--- config.mk ---
export PLATFORM = sky130hd
export DESIGN_NAME = memory_arbiter
export DESIGN_NICKNAME = d
export VERILOG_FILES = /design/src/rtl/cpu_types_pkg.sv /design/src/rtl/memory_arbiter_starve_counter.sv /design/src/rtl/memory_arbiter.sv
export SDC_FILE = /design/constraint.sdc
export NUM_CORES = 1
export LEC_CHECK = 0
export ABC_CLOCK_PERIOD_IN_PS = 2400
export CAP_MARGIN = 25
export CORE_AREA = 2 2 103 105
export DETAILED_ROUTE_END_ITERATION = 8
export DIE_AREA = 0 0 105 107
export PLACE_DENSITY_LB_ADDON = 0.05
export SYNTH_ARGS = -nofsm -noshare
export SYNTH_HDL_FRONTEND = slang
export SYNTH_SLANG_ARGS = --single-unit
--- constraint.sdc ---
create_clock -name CLK -period 2.4 [get_ports CLK]
set_input_delay 0.36 -clock CLK [delete_from_list [all_inputs] [get_ports CLK]]
set_output_delay 0.36 -clock CLK [all_outputs]
set_load 0.05 [all_outputs]
--- src/rtl/cpu_types_pkg.sv ---
// Shared CPU-side types: RAM handshake states and the machine word.
// Also holds the default value returned on a failed memory access.
package cpu_types_pkg;

  typedef logic [31:0] word_t;

  typedef enum logic [1:0] {
    FREE,
    BUSY,
    ACCESS,
    ERROR
  } ramstate_t;

  localparam word_t MEM_ERR_WORD = 32'hBAD1BAD1;

endpackage

--- src/rtl/memory_arbiter_starve_counter.sv ---
// Saturating count of data grants made while an instruction fetch waits.
// limit tells the arbiter to force the next grant to the fetch side.
module starve_counter #(
  parameter int STARVE_LIMIT = 4
) (
  input  logic CLK,
  input  logic nRST,
  input  logic inc,
  input  logic clr,
  output logic limit
);

  localparam logic [3:0] LIM = 4'(STARVE_LIMIT);

  logic [3:0] count;

  always_ff @(posedge CLK or negedge nRST) begin
    if (!nRST) begin
      count <= '0;
    end else if (clr) begin
      count <= '0;
    end else if (inc && count != LIM) begin
      count <= count + 4'd1;
    end
  end

  assign limit = (count == LIM);

endmodule

--- src/rtl/memory_arbiter.sv ---
// Serialises the merged instruction/data port onto one RAM port.
// Data wins ties; the starve counter forces a fetch through periodically.
module memory_arbiter
  import cpu_types_pkg::*;
#(
  parameter int    STARVE_LIMIT = 4,
  parameter word_t ERR_WORD     = MEM_ERR_WORD
) (
  input  logic      CLK,
  input  logic      nRST,
  input  logic      iREN,
  input  word_t     iaddr,
  input  logic      dREN,
  input  logic      dWEN,
  input  word_t     daddr,
  input  word_t     dstore,
  output logic      iwait,
  output word_t     iload,
  output logic      dwait,
  output word_t     dload,
  output logic      ramREN,
  output logic      ramWEN,
  output word_t     ramaddr,
  output word_t     ramstore,
  input  word_t     ramload,
  input  ramstate_t ramstate,
  output logic      err
);

  typedef enum logic [1:0] {
    IDLE,
    DSERVE,
    ISERVE
  } arb_state_t;

  arb_state_t state, nextState;

  logic cntInc, cntClr, forceI;
  logic setErr, done, isErr;

  assign done  = (ramstate == ACCESS) || (ramstate == ERROR);
  assign isErr = (ramstate == ERROR);

  starve_counter #(
    .STARVE_LIMIT(STARVE_LIMIT)
  ) u_starve (
    .CLK  (CLK),
    .nRST (nRST),
    .inc  (cntInc),
    .clr  (cntClr),
    .limit(forceI)
  );

  always_ff @(posedge CLK or negedge nRST) begin
    if (!nRST) begin
      state <= IDLE;
      err   <= 1'b0;
    end else begin
      state <= nextState;
      if (setErr) err <= 1'b1;
    end
  end

  always_comb begin
    nextState = state;
    iwait     = 1'b1;
    dwait     = 1'b1;
    iload     = '0;
    dload     = '0;
    ramREN    = 1'b0;
    ramWEN    = 1'b0;
    ramaddr   = '0;
    ramstore  = '0;
    cntInc    = 1'b0;
    cntClr    = 1'b0;
    setErr    = 1'b0;
    unique case (state)
      IDLE: begin
        cntClr = !iREN;
        if ((dREN || dWEN) && !(iREN && forceI)) begin
          nextState = DSERVE;
        end else if (iREN) begin
          nextState = ISERVE;
        end
      end
      DSERVE: begin
        if (!(dREN || dWEN)) begin
          nextState = IDLE;
        end else begin
          ramaddr  = daddr;
          ramstore = dstore;
          ramWEN   = dWEN;
          ramREN   = !dWEN;
          if (done) begin
            dwait     = 1'b0;
            dload     = isErr ? ERR_WORD
                      : (dWEN ? '0 : ramload);
            setErr    = isErr;
            cntInc    = iREN;
            nextState = IDLE;
          end
        end
      end
      ISERVE: begin
        if (!iREN) begin
          nextState = IDLE;
        end else begin
          ramaddr = iaddr;
          ramREN  = 1'b1;
          if (done) begin
            iwait     = 1'b0;
            iload     = isErr ? ERR_WORD : ramload;
            setErr    = isErr;
            cntClr    = 1'b1;
            nextState = IDLE;
          end
        end
      end
      default: nextState = IDLE;
    endcase
  end

endmodule

==> metrics.md <==
| Metric | Value |
|---|---|
| Final Slew Violations | `0` |
| Die H | `107 um` |
| Htree depth | `1` |
| Routed WL | `10900 um` |
| # port buffers | `267` |
| CTS sink count | `7` |
| Setup violators final | `0` |
| Synth Area in XOR/XNOR | `0` |
| Most used DFF post-synth | `dfrtp_1` |
| Drt pass-1 iters | `4` |
| Max FO, Critical Path | `40` |
| Asr flop ratio synth | `1.00` |
| Final hold viol count | `0` |
| GRT Residual Overflow | `0` |
| Post-synth design cell area | `1810 um^2` |
| Syn. warnings | `0` |
| Synth Area per Inst | `6.06 um^2` |
| Register area share after synthesis | `0.0968` |
| Final instance area | `5680 um^2` |
| CP dominant cell by count | `buf_12` |
| Synth Net Count | `440` |
| Worst stage delay on the critical path | `400 ps` |
| VDD IR max | `0.000411 V` |
| Drt wl/cell | `15.9 um` |
| Die area | `11200 um^2` |
| RSZ-0062 raised after global routing | `false` |
| Post-synth EDFFs | `0` |
| FMAX | `440 MHz` |
| Worst Clk Skew | `1.62 ps` |
| Root Driver | `clkbuf_8` |
| Crit path kind | `register to primary output` |
| Static Leak | `2.33 nW` |
| Starting Density | `0.179` |
| Status | `completed` |
| Period minus WS final | `2270 ps` |
| Synth Area in Adders | `0.0415` |
| Endpoint type of the worst setup path | `primary output` |
| Max Cap Viol | `0` |
| Vias | `3069` |
| Slowest CP cell | `dfrtp_1` |
| Vias in the first global route | `3085` |
| Area of the multi-input gates | `1510 um^2` |
| Fin crit share | `0.947` |
| Clock input transition at the sequential cells of the worst setup and hold paths | `40 ps` |
| Maximum clock path buffer count | `2` |
| Worst-margin pin slew | `531 ps` |
| Post-DP HPWL | `9250 um` |
| Pwr dens | `729 nW/um^2` |
| Post-detailed-route DRC marker count | `0` |
| Largest net degree at the start of global routing | `41` |
| CTS tree | `built` |
| Crit path DAT | `1910 ps` |
| Layout fillers | `939` |
| DR vias/cell | `4.47` |
| Seq cells post-synth | `7` |
| Post-synthesis mux area share | `0.0111` |
| Post-layout util | `0.562` |
| Post-synthesis simple-gate area fraction | `0.517` |
| # IOs | `268` |
| Gpl congestion | `0.801` |
| Nets | `693` |
| Antenna Cells | `0` |
| Synth area leaders | `nor2_1 15%, a22oi_1 13%, and2_1 12%` |
| Buf+Inv Stages, Crit Path | `3` |
| Clock latency on the worst-skew pair | `230 ps` |
| Post-synth cell types | `37` |
| Yosys top cell area share | `0.147` |
| Critical path's top delay family | `buffers and inverters` |
| DR iter-0 viols | `179` |
| Dpl cells | `683` |
| Total GRT Usage | `0.181` |
| Worst setup SP type | `register` |
| Complex-gate fraction of the synthesized area | `0.247` |
| Slew HR | `0.642` |
| Biggest area consumer among synthesized cells | `nor2_1` |
| CP cell instances | `inv_1 > ha_1 > o21a_4 > buf_12 > a22oi_1 > nor2b_1 > buf_12` |
| Syn-to-layout area delta | `213%` |
| Main combinational cell family by area after synthesis | `simple AND/OR/NAND/NOR gates` |
| Die X | `105 um` |
| Fraction of layout cells with a size suffix above 1 | `0.289` |
| Total CTS buffers | `3` |
| Initial antenna violation count | `0` |
| Non-filler instance count after layout | `687` |
| DP Area | `5600 um^2` |
| Global-route wire length before repair | `16400 um` |
| Post-route ant nets | `0` |
| Sequential cell area | `175 um^2` |
| Hold crit path type | `primary input to async pin` |
| Core area | `10100 um^2` |
| Synth Instances | `299` |
| Rows | `37` |
| Req. time, crit path | `2040 ps` |
[logic make-up (layout without fill, tap and decap cells)]
group | after synthesis | after routing
buffers and inverters | 36 | 288
adder cells (fa/ha/maj) | 6 | 6
flip-flops | 7 | 7
multiplexers | 2 | 2
AO/OA/AOI/OAI | 65 | 65
AND/OR/NAND/NOR | 183 | 183
[where the power goes]
part	switching [mW]	internal [mW]	total [mW]	leakage [nW]
clock	0.0511	0.115	0.166	0.0228
combinational	2.03	1.77	3.80	2.22
sequential	0.0234	0.143	0.166	0.0900
total	2.11	2.03	4.14	2.33
[sequential cells by signal, indices dropped and copies added, names as in the netlist]
register        count
u_starve.count      4
state               2
err                 1
[layout by cell type (no fill, tap or decap), types with 6 or more instances in the layout]
master             n
nand2_1           16
a21oi_1           21
and3_1            14
buf_4             37
buf_12           106
dfrtp_1            7
ha_1               6
and2_1            34
clkdlybuf4s50_1  135
a22oi_1           32
nor2b_1           27
nor2_1            70
[through the flow]
step | hold slack (ps) | setup TNS (ps) | power [mW] | setup slack (ps)
global route | 414 | 0 | 4.33 | 20.5
detailed placement | 471 | 0 | 3.98 | 88.1
CTS | 408 | 0 | 4.15 | 35.7
finish | 400 | 0 | 4.14 | 127
floorplan | 64.4 | -36.3 | 2.07 | -4.03
global placement | 460 | 0 | 3.96 | 105
[cell type report]
class                   count  area share
repair buffers            278       0.661
inverters                   6     0.00463
flip-flops and latches      7      0.0309
clock buffers               4     0.00794
well taps                 136      0.0300
multi-input cells         256       0.266
[cells in the mapped netlist (2+ instances only)]
| library cell | n |
|---|---|
| buf_1 | 2 |
| buf_2 | 8 |
| a21oi_1 | 21 |
| o22ai_1 | 2 |
| a22oi_1 | 32 |
| o21a_1 | 2 |
| mux2i_1 | 2 |
| and2_1 | 35 |
| clkbuf_1 | 18 |
| nor2b_1 | 32 |
| ha_1 | 6 |
| nand2_1 | 16 |
| dfrtp_1 | 7 |
| and3b_1 | 2 |
| nor2_1 | 71 |
| and3_1 | 14 |
| nand3_1 | 5 |
| inv_1 | 5 |
[layer usage]
metal / GRT usage / up-vias / routed length, um
li1: - / 1510 / -
met1: 0.195 / 1388 / 4050
met2: 0.348 / 155 / 5840
met3: 0.0444 / 16 / 804
met4: 0.0495 / 0 / 224
met5: 0 / - / 0
[worst reg2reg max path, cell delays in order (launching register included)]
cell and delay (ps):
dfrtp_1 400, inv_1 120, ha_1 240, o2111ai_2 230, or4_1 520, a21oi_1 150
[path summary, 6_finish.rpt]
path,start,to,slack (ps),cells after the start
max in group asynchronous,nRST,state[0],1750,1
min in group CLK,err,err,470,1
min reg2reg,err,err,470,1
max reg2reg,state[1],u_starve.count[3],660,5
min,nRST,u_starve.count[0],400,1
max,state[1],ramaddr[5],130,7
[what timing repair did]
item                       4_1_cts  5_1_grt
setup endpoints to repair        0       46
resized for setup                0       10
hold buffers                     0        0
setup buffers                    0        0
No activity file was read; power rests on OpenSTA's default activity.
